--- config.mk ---
export PLATFORM = sky130hd
export DESIGN_NAME = xmas_fair_sink
export DESIGN_NICKNAME = d
export VERILOG_FILES = /design/src/rtl/xmas_pkg.sv /design/src/rtl/xmas_persist_chk.sv /design/src/rtl/xmas_fair_sink.sv
export SDC_FILE = /design/constraint.sdc
export NUM_CORES = 1
export LEC_CHECK = 0
export ABC_AREA = 1
export CAP_MARGIN = 15
export CORE_MARGIN = 4
export CORE_UTILIZATION = 30
export DETAILED_ROUTE_END_ITERATION = 10
export PLACE_DENSITY = 0.71
export SETUP_SLACK_MARGIN = 0.3
export SLEW_MARGIN = 5
export SYNTH_ARGS = -nofsm -noshare
export SYNTH_HDL_FRONTEND = slang
export SYNTH_HIERARCHICAL = 1
export SYNTH_SLANG_ARGS = --single-unit
--- constraint.sdc ---
create_clock -name clk -period 1.5 [get_ports clk]
set_clock_uncertainty 0.05 [all_clocks]
set_input_delay 0.15 -clock clk [delete_from_list [all_inputs] [get_ports clk]]
set_output_delay 0.15 -clock clk [all_outputs]
set_load 0.05 [all_outputs]
--- src/rtl/xmas_pkg.sv ---
// Shared xMAS sink definitions: packet type codes, error codes and sink FSM states.
package xmas_pkg;

  localparam logic [1:0] TYPE_REQ = 2'd0;
  localparam logic [1:0] TYPE_RSP = 2'd1;

  localparam logic [1:0] ERR_NONE   = 2'd0;
  localparam logic [1:0] ERR_DROP   = 2'd1;
  localparam logic [1:0] ERR_CHANGE = 2'd2;
  localparam logic [1:0] ERR_TYPE   = 2'd3;

  typedef enum logic [1:0] {
    IDLE  = 2'd0,
    PEND  = 2'd1,
    FORCE = 2'd2
  } sink_state_e;

endpackage

--- src/rtl/xmas_persist_chk.sv ---
// Packet-persistence checker: a refused packet must stay valid with unchanged type
// on the next cycle. Emits single-cycle drop/change pulses.
module xmas_persist_chk
  import xmas_pkg::*;
(
  input  logic       clk,
  input  logic       rst,
  input  logic       irdy,
  input  logic       trdy,
  input  logic [1:0] pkt_type,
  output logic       drop,
  output logic       change
);

  logic       pend_q;
  logic [1:0] type_q;

  always_ff @(posedge clk) begin
    if (rst) begin
      pend_q <= 1'b0;
      type_q <= TYPE_REQ;
    end else begin
      pend_q <= irdy && !trdy;
      type_q <= pkt_type;
    end
  end

  assign drop   = pend_q && !irdy;
  assign change = pend_q && irdy && (pkt_type != type_q);

endmodule

--- src/rtl/xmas_fair_sink.sv ---
// Fair self-checking xMAS sink: oracle back-pressure bounded by MAX_STALL, saturating
// request/response counters, sticky first-error latch. XMAS_SINK_PERSIST_CHECK_EN adds codes 1/2.
module xmas_fair_sink
  import xmas_pkg::*;
#(
  parameter int CNT_W     = 16,
  parameter int MAX_STALL = 4
) (
  input  logic             clk,
  input  logic             rst,
  input  logic [63:0]      t,
  input  logic             i0_irdy,
  output logic             i0_trdy,
  input  logic [1:0]       i0_data_type,
  output logic [CNT_W-1:0] cnt_req,
  output logic [CNT_W-1:0] cnt_rsp,
  output logic             err,
  output logic [1:0]       err_code
);

  localparam logic [3:0]       STALL_MAX = 4'(MAX_STALL);
  localparam logic [CNT_W-1:0] CNT_ONE   = {{(CNT_W-1){1'b0}}, 1'b1};
  localparam logic [CNT_W-1:0] CNT_SAT   = {CNT_W{1'b1}};

  sink_state_e state;
  logic [3:0]  stall;
  logic        irdy;
  logic        trdy;
  logic        xfer;
  logic [1:0]  pkt_type;
  logic        drop;
  logic        change;
  logic        illegal;
  logic        unused_t;

  assign irdy     = i0_irdy;
  assign pkt_type = i0_data_type;
  assign unused_t = ^t[63:1];

  // Ready depends only on reset, oracle and state so no loop forms through the merge.
  assign trdy    = !rst && (t[0] || state == FORCE);
  assign i0_trdy = trdy;
  assign xfer    = irdy && trdy;

  always_ff @(posedge clk) begin
    if (rst) begin
      state <= IDLE;
      stall <= 4'd0;
    end else begin
      case (state)
        IDLE: begin
          if (irdy && !trdy) begin
            stall <= 4'd1;
            state <= (STALL_MAX == 4'd1) ? FORCE : PEND;
          end
        end
        PEND: begin
          if (xfer || !irdy) begin
            state <= IDLE;
            stall <= 4'd0;
          end else begin
            stall <= stall + 4'd1;
            if (stall + 4'd1 == STALL_MAX) state <= FORCE;
          end
        end
        FORCE: begin
          state <= IDLE;
          stall <= 4'd0;
        end
        default: begin
          state <= IDLE;
          stall <= 4'd0;
        end
      endcase
    end
  end

  always_ff @(posedge clk) begin
    if (rst) begin
      cnt_req <= '0;
      cnt_rsp <= '0;
    end else if (xfer) begin
      if (pkt_type == TYPE_REQ && cnt_req != CNT_SAT) cnt_req <= cnt_req + CNT_ONE;
      if (pkt_type == TYPE_RSP && cnt_rsp != CNT_SAT) cnt_rsp <= cnt_rsp + CNT_ONE;
    end
  end

`ifdef XMAS_SINK_PERSIST_CHECK_EN
  xmas_persist_chk u_persist_chk (
    .clk      (clk),
    .rst      (rst),
    .irdy     (irdy),
    .trdy     (trdy),
    .pkt_type (pkt_type),
    .drop     (drop),
    .change   (change)
  );
`else
  assign drop   = 1'b0;
  assign change = 1'b0;
`endif

  assign illegal = xfer && pkt_type[1];

  // Only the first error is kept; same-cycle ties resolve drop > change > type.
  always_ff @(posedge clk) begin
    if (rst) begin
      err      <= 1'b0;
      err_code <= ERR_NONE;
    end else if (!err && (drop || change || illegal)) begin
      err      <= 1'b1;
      err_code <= drop ? ERR_DROP : (change ? ERR_CHANGE : ERR_TYPE);
    end
  end

endmodule

# Word level (Yosys, flattened, before mapping)
# Cells that the tools add are included.
[classes]
n_addsub = 3
mux = 7
n_reduce_logical = 18
n_eq_ne = 8
[op_table]
columns = ["operator", "count"]
rows = [
  ["adder 16 x 1 -> 16 bit, second input constant", 2],
  ["!= test 16 bit, second input constant", 2],
  ["two-way mux 4 bit", 2],
  ["case mux 4 bit (2 select lines)", 1],
  ["logical AND 1 bit", 7],
  ["two-way mux 2 bit", 3],
  ["AND reduction 2 bit", 3],
  ["adder 4 x 1 -> 4 bit, second input constant", 1],
  ["== test 2 x 1 -> 1 bit, second input constant", 2],
  ["== test 4 x 3 -> 1 bit, second input constant", 1],
  ["logical NOT 1 bit", 4],
  ["logical NOT 2 bit", 2],
  ["case mux 2 bit (2 select lines)", 1],
  ["!= test 3 bit, second input constant", 1],
  ["== test 2 bit, second input constant", 1],
  ["logical OR 1 bit", 2],
  ["!= test 2 bit, second input constant", 1],
]
[word_totals]
inputBits = 69
regBits = 40
wordCells = 42
output_inout_bits = 36

# Depth between registers and ports, before layout
[depth]
depth_word = 7
ltp_mapped = 10
ltp_nobuf = 9

# Least setup slack after synthesis
# OpenSTA, ideal clock, no wires.
[synth_timing]
path_type = "register to register"
from = "reg cnt_rsp[0]"
to = "reg cnt_rsp[11]"
setup_slack_ns = -0.556
setup_time_ns = 0.070
arrival_time_ns = 1.936
stages_incl_launch_ff = 11
path_cell_list = "dfxtp_1 -> ha_1 -> inv_2 -> nor2_4 -> nand2_4 -> nor2_8 -> nand2_4 -> nand2_4 -> buf_12 -> nand2_2 -> a21oi_2"
[synth_between]
elab_chain_cells = 3
elab_cells_between_ends = 4
cone_classes = "add/sub: 1; eq/ne: 1; reduce/logical: 2"
[synth_lines]
columns = ["item", "line_no", "text"]
rows = [
  ["start, declared", "xmas_fair_sink.sv:16", "output logic [CNT_W-1:0] cnt_rsp,"],
  ["start signal, assigned", "xmas_fair_sink.sv:84", "if (pkt_type == TYPE_RSP && cnt_rsp != CNT_SAT) cnt_rsp <= cnt_rsp + CNT_ONE;"],
  ["branches (longest 3 deep; another with adder 16 x 1 -> 16 bit)", "n/a", ""],
]
# Parallel ways; which one is timed is not known.
# A chain may end at the register's enable or synchronous reset.

# Worst setup path in the final report
[layout_timing]
from = "reg cnt_rsp[1]"
to = "reg cnt_rsp[7]"
# The elaborated chain is that of the path after synthesis.

==> out/qor.csv <==
metric,value,unit
place.gp.congestion,0.8672,
ys_seq_area_share,31.61,%
required,1.62,ns
cp_max_fo,7,
die_h,98.74,um
syn_inst,377,
clock_tree.root_cell,clkbuf_8,
num_vias,2809,
area_growth,59.27,%
grt_max_degree,33,
coreArea,7848,sq um
antenna_found_initial,0,
synth_top_area_share,31.61,%
finalHoldWorstSlack,0.3798,ns
yosysWarningCount,6,
place_ws,-0.1318,ns
start_util,31.47,%
cts-buffers-inserted,5,
die_w,98.74,um
routed_wl,7425,um
hold_end,stall[0]$_SDFFE_PP0P_,
clkLatencyLatePin,0.30,ns
multi_input_area,1773,sq um
clkTransAtPathRegs,0.09,ns
tightest_slew,0.4277,ns
drc_errors,0,
finalSetupViolations,0,
peakVddDrop,0.4132,mV
htreeDepth,2,
cts_tree,built,
min_path_type,reg -> reg,
yosysTopAreaCell,dfxtp_1,
ys_ff_latch,39,
slew_violations,0,
grt-ovfl-total,0,
grt_pass1_vias,2700,
hp-start,state[1]$_SDFFE_PP0P_,
dp_hpwl,5132,um
grt_setup_unrepaired,yes,
fin_setup_tns,0,ns
wl_per_cell,12.78,um
nets,551,
critPathLaunchType,flop,
layout_commonest_cell,nand2_1,
p_leak,1.559,nW
rows,32,
clock.fmax,0.6935,GHz
fin_cells,581,
syn_nets,450,
r2r-start,cnt_rsp[1]$_SDFFE_PP0P_,
dp_cells,556,
first_iter_violations,74,
io_pins,105,
avgSynthCellArea,6.551,sq um
final_cell_mix,"101 x nand2_1, 71 x buf_4, 33 x nor2_1",
r2r_cells,9,
fp.dieArea,9749,sq um
worstPathArrival,1.56,ns
final_hold_viol_count,0,
crit_type,reg -> reg,
drt-vias-per-instance,4.835,
p_per_area,531.8,nW/um^2
diodes,0,
r2r-end,cnt_rsp[7]$_SDFFE_PP0P_,
grt_use_met1,17.70,%
grt_util_all_layers,14.99,%
clock_path_buffers,2,
ys_types,27,
grt_util_met3,3.043,%
grt-busiest-layer,met2,
seq_area,859.6,sq um
status,"complete, no violations",
grt_pass1_wl,12080,um
setup_ws,0.05796,ns
fin_crit_sh,96.14,%
port_buffers,41,
drt.antenna.violating_nets,0,
hold_depth,1,
fillers,781,
cts.sink_count,39,
dr.pass1.iters,4,
drv_cap,0,
grt_use_met2,26.73,%
synth_area,2470,sq um
synth_area_leaders,"dfxtp_1 32%, nand2_1 19%, nor2_1 7.4%",
r2r_setup_slack,0.06,ns
layout-drive-gt1-share,48.43,%
final.min_clock_period,1.442,ns
slew_headroom,71.49,%
cp-end-kind,flop,
[where the power goes]
part / total, mW / switching [mW] / internal, mW
Sequential: 1.03 / 0.00850 / 1.02
Clock: 0.887 / 0.399 / 0.488
Combinational: 0.177 / 0.105 / 0.0714
Total: 2.09 / 0.513 / 1.58
[critical path: stages, from the launching register on]
cell and delay (ns):
dfxtp_4 0.38, ha_4 0.14, inv_2 0.04, nor2_4 0.12, nand2_4 0.08, nor2_8 0.12
nand2_8 0.08, buf_6 0.14, nand3_1 0.08, a21oi_2 0.06
[how the worst max path moves through the flow]
stage                                  startpoint                       end  slack (ns)  cells after the start
after floorplan           cnt_rsp[0]$_SDFFE_PP0P_  cnt_rsp[11]$_SDFFE_PP0P_       -0.09                     10
after global placement            i0_data_type[0]   cnt_rsp[1]$_SDFFE_PP0P_       -0.12                      8
after detailed placement          i0_data_type[0]   cnt_rsp[0]$_SDFFE_PP0P_       -0.13                      8
after CTS                 cnt_rsp[1]$_SDFFE_PP0P_   cnt_rsp[7]$_SDFFE_PP0P_        0.06                      9
after global routing      cnt_rsp[1]$_SDFFE_PP0P_   cnt_rsp[5]$_SDFFE_PP0P_       -0.02                      9
final                     cnt_rsp[1]$_SDFFE_PP0P_   cnt_rsp[7]$_SDFFE_PP0P_        0.06                      9
[cell families after synthesis]
group / Yosys count / synth area share [%]
AND/OR/NAND/NOR: 244 / 46.10
XOR/XNOR: 8 / 2.837
flip-flops: 39 / 31.61
AO/OA/AOI/OAI: 42 / 10.08
buffers and inverters: 40 / 7.345
adder cells (fa/ha/maj): 4 / 2.026
[repair_timing]
item                       in CTS  in global routing
pin swaps                      20                 13
cloned                          0                  1
hold buffers                    0                  0
buffers inserted                9                  7
gates resized for setup        37                 48
setup endpoints to repair      37                 49
[flip-flops by register name (all words and copies together) (netlist names)]
register and flops:
cnt_req 16, stall 4, state 2, cnt_rsp 16
err_code 1
[metrics by stage]
stage	utilization, %	cell area, sq um	total power, mW
after global placement	43.26	3395	1.199
after CTS	47.39	3719	2.110
after floorplan	-	2590	1.145
after global routing	50.13	3934	2.179
after detailed placement	43.26	3395	1.202
final	50.13	3934	2.092
[layer usage]
| metal | share of wire, % | wire (um) |
|---|---|---|
| met5 | 0 | 0 |
| met1 | 43 | 3210 |
| met4 | 1.9 | 141 |
| met3 | 3.7 | 275 |
| met2 | 51 | 3797 |
[cell type report]
type | count | area share (%)
inverters | 32 | 3.149
clock buffers | 5 | 1.749
flip-flops and latches | 39 | 21.85
repair buffers | 101 | 23.95
multi-input cells | 299 | 45.07
clock inverters | 3 | 0.9860
well taps | 102 | 3.244
[cell usage after synthesis]
master and number:
clkbuf_1 4, nor2_8 1, nor3_4 1, o21ai_0 10, dfxtp_1 39, a31oi_1 1
nand2_1 123, nand2_2 10, a21oi_2 10, xor2_1 6, nand4_4 1, xnor2_1 2
nand3_1 30, nand3b_1 7, nor2_4 3, buf_4 2, buf_6 1, inv_2 5
nand4_1 11, nor3_1 2, nand2_4 4, inv_1 27, a21oi_1 21, ha_1 4
nor2_1 49, nor2_2 2, buf_12 1
Power figures use the tool's default switching activity.
